### src/rtl/matmul_calc_pkg.sv
`default_nettype none
// ============================================================================
//  Module      : matmul_calc_pkg
//  Description : Shared constants and types for the matmul accelerator and
//                its APB requester (bus widths, APB master FSM states,
//                request record).
//  Revision    : 1.0 - initial release
// ============================================================================
package matmul_calc_pkg;

    // APB data and address widths used across the matmul subsystem
    localparam int BUS_WIDTH  = 32;
    localparam int ADDR_WIDTH = 16;

    // APB requester FSM states
    typedef enum logic [1:0] {
        IDLE      = 2'd0,
        WAIT_IDLE = 2'd1,
        SETUP     = 2'd2,
        ACCESS    = 2'd3
    } apb_mst_state_t;

    // One request as presented on the valid/ready channel
    typedef struct packed {
        logic                   write;
        logic [ADDR_WIDTH-1:0]  addr;
        logic [BUS_WIDTH-1:0]   wdata;
        logic [BUS_WIDTH/8-1:0] strb;
        logic                   wait_idle;
    } apb_req_t;

endpackage
`default_nettype wire

### src/rtl/matmul_apb_master.sv
`default_nettype none
// ============================================================================
//  Module      : matmul_apb_master
//  Description : APB initiator for the matmul register port. Turns a
//                valid/ready request into SETUP/ACCESS transfers, optionally
//                waits for the accelerator to go idle first, and aborts a
//                transfer whose slave stalls longer than TIMEOUT_CYCLES.
//  Revision    : 1.0 - initial release
// ============================================================================
module matmul_apb_master
    import matmul_calc_pkg::*;
#(
    parameter int DATA_WIDTH     = matmul_calc_pkg::BUS_WIDTH,
    parameter int ADDR_WIDTH     = matmul_calc_pkg::ADDR_WIDTH,
    parameter int TIMEOUT_CYCLES = 256
) (
    input  logic                    clk_i,
    input  logic                    rst_ni,
    // request channel
    input  logic                    req_valid_i,
    output logic                    req_ready_o,
    input  logic                    req_write_i,
    input  logic [ADDR_WIDTH-1:0]   req_addr_i,
    input  logic [DATA_WIDTH-1:0]   req_wdata_i,
    input  logic [DATA_WIDTH/8-1:0] req_strb_i,
    input  logic                    req_wait_idle_i,
    // response channel
    output logic                    rsp_valid_o,
    output logic [DATA_WIDTH-1:0]   rsp_rdata_o,
    output logic                    rsp_err_o,
    output logic                    rsp_timeout_o,
    // APB requester
    output logic                    psel_o,
    output logic                    penable_o,
    output logic                    pwrite_o,
    output logic [ADDR_WIDTH-1:0]   paddr_o,
    output logic [DATA_WIDTH-1:0]   pwdata_o,
    output logic [DATA_WIDTH/8-1:0] pstrb_o,
    input  logic                    pready_i,
    input  logic                    pslverr_i,
    input  logic [DATA_WIDTH-1:0]   prdata_i,
    // accelerator status
    input  logic                    busy_i
);

    // Stall counter sized to hold TIMEOUT_CYCLES; a zero setting disables
    // the abort path entirely and leaves a 1-bit dummy counter.
    localparam int              CNT_W      = (TIMEOUT_CYCLES > 0) ? $clog2(TIMEOUT_CYCLES + 1) : 1;
    localparam bit              TIMEOUT_EN = (TIMEOUT_CYCLES > 0);
    localparam logic [CNT_W-1:0] CNT_LAST  = CNT_W'((TIMEOUT_CYCLES > 0) ? TIMEOUT_CYCLES - 1 : 0);

    apb_mst_state_t          state;
    apb_mst_state_t          next_state;
    logic                    accept;
    logic                    done;
    logic                    timeout_hit;

    logic                    cur_write;
    logic [ADDR_WIDTH-1:0]   cur_addr;
    logic [DATA_WIDTH-1:0]   cur_wdata;
    logic [DATA_WIDTH/8-1:0] cur_strb;
    logic [CNT_W-1:0]        wait_cnt;

    logic                    rsp_valid;
    logic [DATA_WIDTH-1:0]   rsp_rdata;
    logic                    rsp_err;
    logic                    rsp_timeout;

    // Next-state logic plus the accept / completion / abort strobes.
    // The stall abort fires when this ACCESS cycle would be the
    // TIMEOUT_CYCLES-th one with pready low; pready high wins.
    always_comb begin
        next_state  = state;
        accept      = 1'b0;
        done        = 1'b0;
        timeout_hit = 1'b0;
        case (state)
            IDLE: begin
                if (req_valid_i) begin
                    accept     = 1'b1;
                    next_state = (req_wait_idle_i && busy_i) ? WAIT_IDLE : SETUP;
                end
            end
            WAIT_IDLE: begin
                if (!busy_i) begin
                    next_state = SETUP;
                end
            end
            SETUP: begin
                next_state = ACCESS;
            end
            ACCESS: begin
                if (pready_i) begin
                    done       = 1'b1;
                    next_state = IDLE;
                end else if (TIMEOUT_EN && (wait_cnt == CNT_LAST)) begin
                    timeout_hit = 1'b1;
                    next_state  = IDLE;
                end
            end
            default: begin
                next_state = IDLE;
            end
        endcase
    end

    // State register; reset drops psel/penable at once since they decode state.
    always_ff @(posedge clk_i or negedge rst_ni) begin
        if (!rst_ni) begin
            state <= IDLE;
        end else begin
            state <= next_state;
        end
    end

    // Capture the request on accept; read strobes are zeroed here so the
    // bus never shows a strobe on a read.
    always_ff @(posedge clk_i or negedge rst_ni) begin
        if (!rst_ni) begin
            cur_write <= 1'b0;
            cur_addr  <= '0;
            cur_wdata <= '0;
            cur_strb  <= '0;
        end else if (accept) begin
            cur_write <= req_write_i;
            cur_addr  <= req_addr_i;
            cur_wdata <= req_wdata_i;
            cur_strb  <= req_write_i ? req_strb_i : '0;
        end
    end

    // Stall counter: cleared in SETUP, counts ACCESS cycles with pready low.
    always_ff @(posedge clk_i or negedge rst_ni) begin
        if (!rst_ni) begin
            wait_cnt <= '0;
        end else if (state == SETUP) begin
            wait_cnt <= '0;
        end else if ((state == ACCESS) && !pready_i) begin
            wait_cnt <= wait_cnt + CNT_W'(1);
        end
    end

    // Response register: one-cycle valid pulse per completed or aborted transfer.
    always_ff @(posedge clk_i or negedge rst_ni) begin
        if (!rst_ni) begin
            rsp_valid   <= 1'b0;
            rsp_rdata   <= '0;
            rsp_err     <= 1'b0;
            rsp_timeout <= 1'b0;
        end else begin
            rsp_valid <= done | timeout_hit;
            if (done) begin
                rsp_rdata   <= cur_write ? '0 : prdata_i;
                rsp_err     <= pslverr_i;
                rsp_timeout <= 1'b0;
            end else if (timeout_hit) begin
                rsp_rdata   <= '0;
                rsp_err     <= 1'b1;
                rsp_timeout <= 1'b1;
            end
        end
    end

    assign req_ready_o   = (state == IDLE);
    assign psel_o        = (state == SETUP) || (state == ACCESS);
    assign penable_o     = (state == ACCESS);
    assign pwrite_o      = cur_write;
    assign paddr_o       = cur_addr;
    assign pwdata_o      = cur_wdata;
    assign pstrb_o       = cur_strb;
    assign rsp_valid_o   = rsp_valid;
    assign rsp_rdata_o   = rsp_rdata;
    assign rsp_err_o     = rsp_err;
    assign rsp_timeout_o = rsp_timeout;

endmodule
`default_nettype wire

### config.mk
export PLATFORM = sky130hd
export DESIGN_NAME = matmul_apb_master
export DESIGN_NICKNAME = d
export VERILOG_FILES = /design/src/rtl/matmul_calc_pkg.sv /design/src/rtl/matmul_apb_master.sv
export SDC_FILE = /design/constraint.sdc
export NUM_CORES = 1
export LEC_CHECK = 0
export CAP_MARGIN = 0
export CORE_MARGIN = 4
export CORE_UTILIZATION = 41
export CTS_CLUSTER_DIAMETER = 150
export DETAILED_ROUTE_END_ITERATION = 7
export GPL_TIMING_DRIVEN = 0
export PLACE_DENSITY_LB_ADDON = 0.05
export SLEW_MARGIN = 20
export SYNTH_ARGS = -nofsm -noshare
export SYNTH_HDL_FRONTEND = slang
export SYNTH_SLANG_ARGS = --single-unit
### constraint.sdc
create_clock -name clk_i -period 2.3 [get_ports clk_i]
set_input_delay 0.46 -clock clk_i [delete_from_list [all_inputs] [get_ports clk_i]]
set_output_delay 0.46 -clock clk_i [all_outputs]
set_load 0.005 [all_outputs]
# == Word level (Yosys, flattened, before mapping) ==
# Index checks and enable logic that the tools add are counted.
# totals
ff_bits,99
inputBits,92
wordCells,49
# classes
add_sub_neg,1
n_eq_ne,7
muxes,22
bitwise_logic,1
reduce_logical,8
# ops
operator,count
32-bit 2-to-1 mux,3
9-bit 2-to-1 mux,2
1-bit 2-to-1 mux,10
2-bit 2-to-1 mux,5
9-bit by 1-bit adder with 9-bit output (second input constant),1
9-bit by 8-bit == test with 1-bit output (second input constant),1
2-bit case mux with 4 select lines,1
2-bit == test (second input constant),2
4-bit 2-to-1 mux,1
2-bit != test (second input constant),2
2-bit nonzero test,2
3-bit by 1-bit != test with 1-bit output (second input constant),1
3-bit AND reduction,1
2-bit by 1-bit == test with 1-bit output (second input constant),1
1-bit logical AND,2
2-bit logical NOT,1
1-bit logical NOT,1
1-bit logical OR,1
1-bit OR,1

# == Logic depth before layout (Yosys ltp) ==
# Gate-level depths: netlist of run 1.
# logic_depth
word_depth,6
mapped_depth,7
mapped_depth_nobuf,7

# == Worst setup path after synthesis of run 1 ==
# OpenSTA, ideal clock, no wires.
# synth_timing
path_kind,reg2reg
start,register wait_cnt[0]
end,"register rsp_rdata[10], in the netlist rsp_rdata_o[10]"
setup_time_ps,65
t_arrival_ps,1785
setup_slack_ps,449
path_stages_with_launch,8
period_less_slack_ps,1851
cell_sequence,dfrtp_1 > ha_1 > and3_1 > and3_1 > ha_1 > o21ai_1 > buf_2 > a22o_1
# synth_via
elab_chain_cells,5
# synth_rtl
item,line_no,source
from (decl),matmul_apb_master.sv:62,logic [CNT_W-1:0] wait_cnt;
from (signal assigned),matmul_apb_master.sv:139,wait_cnt <= wait_cnt + CNT_W'(1);
9-bit by 8-bit == test with 1-bit output,matmul_apb_master.sv:96,end else if (TIMEOUT_EN && (wait_cnt == CNT_LAST)) begin
1-bit 2-to-1 mux,matmul_apb_master.sv:96,
1-bit 2-to-1 mux,matmul_apb_master.sv:93,if (pready_i) begin
1-bit 2-to-1 mux,matmul_apb_master.sv:77,case (state)
2-bit nonzero test (no source line),n/a,
to (signal assigned),matmul_apb_master.sv:153,rsp_rdata <= cur_write ? '0 : prdata_i;
to (decl),matmul_apb_master.sv:65,logic [DATA_WIDTH-1:0] rsp_rdata;
# No other way between the ends.
# A chain may end at the register's enable or synchronous reset.

# == Worst setup path after layout of run 1 ==
# layout_timing
start,register state[0]
end,output psel_o
# layout_via
elab_chain_cells,2
# layout_rtl
item,line_no,source
from (decl),matmul_apb_master.sv:52,apb_mst_state_t state;
from (signal assigned),matmul_apb_master.sv:112,state <= next_state;
2-bit == test,matmul_apb_master.sv:165,assign psel_o = (state == SETUP) || (state == ACCESS);
1-bit logical OR (*),matmul_apb_master.sv:165,
to (decl),matmul_apb_master.sv:33,"output logic psel_o,"
# Mark *: on every way between the ends. The rest lies on a longest branch, timed or not.

==> summary.md, run 1 <==
| Metric | Value |
|---|---|
| Crit path kind | `register to output port` |
| Final Hold Viols | `0` |
| Ports | `approximately 180` |
| Crit start category | `register` |
| N_diodes | `0` |
| Clock Skews | `0.0163 ns` |
| Num CTS Buffers | `9` |
| H-tree levels | `3` |
| Highest clock rate | `around 470 MHz` |
| Worst vdd ir | `around 0.58 mV` |
| Predominant post-synthesis flop cell | `dfrtp_1` |
| Comb power frac | `approximately 46%` |
| Fin crit period | `roughly 2.1 ns` |
| CTS tree | `done` |
| Share of cells above drive strength 1 | `roughly a fifth` |
| Cells after synthesis | `264` |
| Lkg Pwr | `approximately 2.6 nW` |
| P_int | `around 5.1 mW` |
| RSZ-0062 raised after global routing | `no` |
| Clk Latency, worst-skew pair | `about 0.37 ns` |
| Num Clock Sinks | `just under 100` |
| FFs w/ async S/R, synth | `100%` |
| CP required | `1.84 ns` |
| Placed Instance Area | `around 6000 um2` |
| Drt wl/cell | `between 15 and 20 um` |
| P per Cell Area | `1190 nW/um2` |
| Unique masters post-synth | `28` |
| Core Area | `about 9200 um2` |
| Worst R2R Start | `wait_cnt[0]` |
| First-pass iteration count of the detailed router | `4` |
| Fin area | `just over 6000 um2` |
| Clk pwr share | `~14%` |
| Ys Warns | `0` |
| Status | `complete, no violations` |
| Mean Syn Cell Area | `14.5 um2` |
| Seq cells post-synth | `slightly below 100` |
| Layout filler cell count | `741` |
| Reg power frac | `between 30% and 40%` |
| Hold crit path type | `input pin to async pin` |
| Maximum fanout along the worst path | `10` |
| Period utilisation layout | `between 90% and 100%` |
| Routability Congestion | `roughly 0.74` |
| Via count | `slightly below 3000` |
| Syn nets | `roughly 360` |
| GRT Total Usage | `around 18%` |
| Die area | `around 11000 um2` |
| Drt total wl | `slightly below 10000 um` |
| Antenna-violating nets left | `0` |
| RR Endpoint | `rsp_rdata_o[19]` |
| Initial Util | `between 40% and 50%` |
| GR Overflow Total | `0` |
| DRC Markers | `0` |
| Hpwl dp | `7300 um` |
| Worst R2R Path Depth | `7` |
| Via-to-Cell Ratio | `5.01` |
| Clk slew on worst S/H paths | `0.10 ns` |
| Global-route wire length before repair | `~16000 um` |
| Chip width | `about 100 um` |
| CP endpoint | `psel_o` |
| Pin count of the biggest net entering global routing | `between 50 and 60` |
| Register area share after synthesis | `between 60% and 70%` |
| Crit path DAT | `about 1.7 ns` |
| Util after Layout | `about two thirds` |
| Die height | `roughly 100 um` |
| Input/output buffers | `~180` |
| Worst hold slack | `0.0121 ns` |
| Row Count | `35` |
| Final count of pins violating max slew | `0` |
| Sw Pwr | `2.08 mW` |
| EDFF count, synth | `0` |
| FF-to-FF setup slack | `~0.21 ns` |
| Initial DRC count | `roughly 90` |
| Slew HR | `about 68%` |
| CP endpoint kind | `output port` |
| Longest Clk Path Bufs | `2` |
| P&R area growth vs syn | `57.8%` |
| Root buf cell | `clkbuf_8` |
| Initial antenna violation count | `0` |
| CP Launch Point | `state[0]` |
| Nets@finish | `roughly 560` |
| Design Power | `a little over 7 mW` |
| Synth Cell Area | `between 3000 and 4000 um2` |
| Sw frac | `28.8%` |
| Final setup fails | `0` |
| Vias in the first global route | `between 2000 and 3000` |
| Max Cap Violations | `0` |
| Measured slew at the worst slew-check pin | `around 0.47 ns` |
## layout make-up
class	instances	area (um2)	area share [%]
inverter	7	26.3	0.434
multi-input combinational	144	1280	21.2
tap	111	139	2.29
clock inverter	6	50.0	0.826
timing repair buffer	185	1860	30.8
sequential	99	2480	40.9
clock buffer	10	128	2.11
buffer	14	90.1	1.49
## metal layers
layer  share of wire [%]  wire length (um)  up-vias  track usage [%]
li1                    -                 -     1334                -
met1                  43              4160     1418             22.8
met2                  47              4570      116             29.1
met3                 7.6               744       17             5.62
met4                 3.0               291        0             8.43
met5                   0                 0        -                0
## sequential cells by signal (all words and copies together) (netlist names)
signal         cells
rsp_rdata_o       32
rsp_valid_o        1
wait_cnt           9
state              2
pwrite_o           1
pstrb_o            4
rsp_timeout_o      1
pwdata_o          32
paddr_o           16
rsp_err_o          1
## synth_stat cells (4+ instances only)
| master | count | area [um2] |
|---|---|---|
| and3_1 | 4 | 25.0 |
| nor2_1 | 9 | 33.8 |
| mux2_2 | 50 | 563 |
| nand2_1 | 11 | 41.3 |
| xor2_1 | 6 | 52.6 |
| dfrtp_1 | 99 | 2480 |
| o21ai_0 | 7 | 35.0 |
| ha_1 | 7 | 87.6 |
| buf_2 | 10 | 50.1 |
| inv_1 | 7 | 26.3 |
| a22o_1 | 32 | 280 |
## cell usage in the layout, fill, tap and decap left out, types with 2 or more instances in the layout
master / instances
ha_1: 5
buf_6: 2
clkbuf_8: 10
mux2_2: 50
o21ai_0: 7
clkdlybuf4s50_1: 180
nand4_1: 2
o21ai_2: 2
nand2_1: 11
a21oi_1: 2
xor2_1: 6
a22o_1: 32
buf_4: 4
dfrtp_1: 99
nor2_1: 9
and3_1: 4
buf_2: 10
clkinv_4: 2
mux2i_1: 2
ha_4: 2
o2111ai_1: 2
inv_1: 6
## how the worst min path moves through the flow
| stage | start | to | cells past startpoint |
|---|---|---|---|
| after floorplan | rst_ni | paddr_o[0] | 0 |
| after global placement | pstrb_o[1] | pstrb_o[1] | 2 |
| after detailed placement | rst_ni | paddr_o[2] | 1 |
| after CTS | rst_ni | paddr_o[2] | 1 |
| after global routing | rst_ni | paddr_o[2] | 1 |
| final | rst_ni | paddr_o[2] | 1 |
## critical path, stage by stage (launching register included)
cell and delay (ns):
dfrtp_1 0.39, inv_2 0.07, ha_4 0.18, clkbuf_8 0.16, or2_2 0.26, dlygate4sd2_1 0.26
## cell families after synthesis
kind of cell             Yosys count  synth area share (%)
buffers and inverters             21                  2.77
multiplexers                      52                  15.2
XOR/XNOR                           7                  1.60
AND/OR/NAND/NOR                   30                  3.75
flip-flops                        99                  64.5
adder cells (fa/ha/maj)            7                  2.28
AO/OA/AOI/OAI                     48                  9.91
## power by group through the flow
stage / clock [mW] / combinational [mW] / sequential, mW
floorplan: 0 / 1.18 / 2.97
global placement: 0 / 3.22 / 2.89
detailed placement: 0 / 3.28 / 2.92
CTS: 1.09 / 3.37 / 2.88
global route: 1.16 / 3.57 / 2.97
finish: 1.04 / 3.32 / 2.87
## stage by stage
step | cells | setup WS [ns] | TNS, ns
2_1_floorplan | 264 | 0.449 | 0
3_3_place_gp | 557 | -2.97 | -293.60
3_5_place_dp | 558 | 0.0423 | 0
4_1_cts | 576 | 0.0154 | 0
5_1_grt | 576 | 0.0678 | 0
6_report | 576 | 0.165 | 0
## what timing repair did
action,CTS,global route
hold buffers,0,0
endpoints found under the setup margin,1,30
setup buffers,2,0
resized for setup,9,1
Power figures use the tool's default switching activity.
==> run 2: changes to the inputs <==
CORE_UTILIZATION = 35   (was 41)
SKIP_CTS_REPAIR_TIMING = 1   (was not set)
==> run 2 against run 1 <==
Against the previous run: worst setup slack gained 0.016 ns; non-clock buffer count is 1 lower; via count fell by 2.8%; die area up 16%; register-to-register slack worse by 0.03 ns; critical path depth grew 2; critical path type is now register to register.
==> summary.md, run 2 (synthesized netlist as in run 1, its figures left out) <==
| Metric | Value |
|---|---|
| Final WS setup | `0.181 ns (+0.0155 ns)` |
| Period utilisation layout | `92.1% (-0.67 points)` |
| Hpwl dp | `7530 um (+3.1%)` |
| Via count | `2805 (-2.8%)` |
| GR Overflow Total | `0 (unchanged)` |
| Dpl ws | `0.0111 ns (-0.0312 ns)` |
| Fin crit period | `2.12 ns (-0.0155 ns)` |
| Worst vdd ir | `0.579 mV (+0.62%)` |
| P&R area growth vs syn | `58.5%` |
| Crit start category | `register` |
| Placed Instance Area | `5860 um2 (+0.54%)` |
| Worst R2R Path Depth | `7 (unchanged)` |
| Final count of pins violating max slew | `0 (unchanged)` |
| CTS tree | `done` |
| Routability Congestion | `0.773 (+4.6%)` |
| Share of cells above drive strength 1 | `19.2% (-0.39 points)` |
| Antenna-violating nets left | `0 (unchanged)` |
| Drt wl/cell | `16.5 um (-2.6%)` |
| Via-to-Cell Ratio | `4.68 (-6.7%)` |
| Crit path DAT | `2.40 ns (+0.73 ns)` |
| Num Clock Sinks | `99 (unchanged)` |
| Layout filler cell count | `942 (+27%)` |
| Drt total wl | `9910 um (+1.5%)` |
| Global-route wire length before repair | `16200 um (+3.3%)` |
| Initial antenna violation count | `0 (unchanged)` |
| Num CTS Buffers | `9 (unchanged)` |
| Row Count | `37 (+5.7%)` |
| Highest clock rate | `472 MHz (+0.73%)` |
| Initial DRC count | `91 (-1.1%)` |
| N_diodes | `0 (unchanged)` |
| Clk Latency, worst-skew pair | `0.35 ns (-0.02 ns)` |
| Nets@finish | `558 (-0.18%)` |
| First-pass iteration count of the detailed router | `4 (unchanged)` |
| Longest Clk Path Bufs | `2 (unchanged)` |
| Commonest non-fill, non-tap cells in the layout | `180 x clkdlybuf4s50_1, 99 x dfrtp_1, 50 x mux2_2` |
| Hold crit path type | `input pin to async pin` |
| Measured slew at the worst slew-check pin | `0.480 ns (+0.00720 ns)` |
| RSZ-0062 raised after global routing | `no` |
| Maximum fanout along the worst path | `10 (unchanged)` |
| Final Hold Viols | `0 (unchanged)` |
| Chip width | `113 um (+7.6%)` |
| Die height | `113 um (+7.6%)` |
| Root buf cell | `clkbuf_8` |
| Input/output buffers | `182 (unchanged)` |
| Pin count of the biggest net entering global routing | `52 (+2.0%)` |
| Slew HR | `68.0% (-0.48 points)` |
| CP endpoint kind | `register` |
| Initial Util | `36.5% (-5.2 points)` |
| P per Cell Area | `1190 nW/um2 (-0.40%)` |
| Vias in the first global route | `3032 (+2.3%)` |
| Final setup fails | `0 (unchanged)` |
| GRT Total Usage | `16.0% (-2.2 points)` |
| Most common cell after layout, fill and taps aside | `clkdlybuf4s50_1` |
| Clk slew on worst S/H paths | `0.09 ns (about the same)` |
| DRC Markers | `0 (unchanged)` |
| Clock Skews | `0.00762 ns (-0.00863 ns)` |
| Core Area | `10500 um2 (+14%)` |
| Crit path kind | `register to register` |
| Lkg Pwr | `2.65 nW (+0.38%)` |
| CP required | `2.59 ns (+0.75 ns)` |
| H-tree levels | `3 (unchanged)` |
| Ports | `183 (unchanged)` |
| Max Cap Violations | `0 (unchanged)` |
| Status | `complete, no violations` |
| Die area | `12700 um2 (+16%)` |
| Fin area | `6080 um2 (+0.41%)` |
## run 2: changes by cell type in the layout (fill, tap and decap cells not counted), sizes merged
cell,previous run,this run
dlygate4sd2,1,0
clkinvlp,1,0
dlymetal6s2s,0,1
inv,9,7
clkinv,3,1
clkbuf,11,15
## run 2: final cells by class
| class | instances | area (um2) | area share [%] |
|---|---|---|---|
| flip-flops and latches | 99 | 2480 | 40.7 |
| multi-input cells | 144 | 1270 | 21.0 |
| repair buffers | 184 | 1860 | 30.6 |
| inverters | 7 | 26.3 | 0.432 |
| clock buffers | 15 | 186 | 3.06 |
| clock inverters | 1 | 5.00 | 0.0823 |
| plain buffers | 14 | 83.8 | 1.38 |
| well taps | 136 | 170 | 2.80 |
## run 2: worst max-delay path: stages, from the launching register on
cell,delay [ns]
dfrtp_1,0.41
ha_1,0.25
and3_1,0.20
and3_1,0.18
ha_1,0.23
o21ai_2,0.30
buf_2,0.29
a22o_1,0.18
## run 2: per-stage QoR
| stage | power, mW | utilization, % | std cells | setup TNS (ns) | hold slack [ns] |
|---|---|---|---|---|---|
| floorplan | 4.15 | - | 264 | 0 | 0.164 |
| global placement | 6.14 | 55.5 | 582 | -307.24 | 0.466 |
| detailed placement | 6.21 | 55.8 | 583 | 0 | 0.438 |
| CTS | 7.32 | 57.6 | 599 | -0.405 | 0.0431 |
| global route | 7.72 | 57.9 | 600 | 0 | 0.0666 |
| finish | 7.23 | 57.9 | 600 | 0 | 0.0419 |
## run 2: metal layers
layer	vias to the layer above	GRT usage, %	routed length [um]
met5	-	0	0
met1	1362	20.5	4220
met2	106	25.3	4700
met3	10	5.56	854
li1	1327	-	-
met4	0	5.77	136
## run 2: final timing paths
| kind | start | to | slack, ns |
|---|---|---|---|
| worst max-delay path | wait_cnt[0] | rsp_rdata_o[29] | 0.18 |
| worst max register to register | wait_cnt[0] | rsp_rdata_o[29] | 0.18 |
| max in group asynchronous | rst_ni | rsp_rdata_o[21] | 1.64 |
| worst min-delay path | rst_ni | rsp_rdata_o[22] | 0.04 |
| worst min register to register | pstrb_o[0] | pstrb_o[0] | 0.48 |
| min in group clk_i | pstrb_o[0] | pstrb_o[0] | 0.48 |
## run 2: power breakdown
part | internal, mW | leakage, nW | total [mW] | switching [mW]
combinational | 2.21 | 1.32 | 3.27 | 1.06
sequential | 2.51 | 1.24 | 2.89 | 0.387
clock | 0.513 | 0.0997 | 1.06 | 0.552
total | 5.23 | 2.65 | 7.23 | 2.00
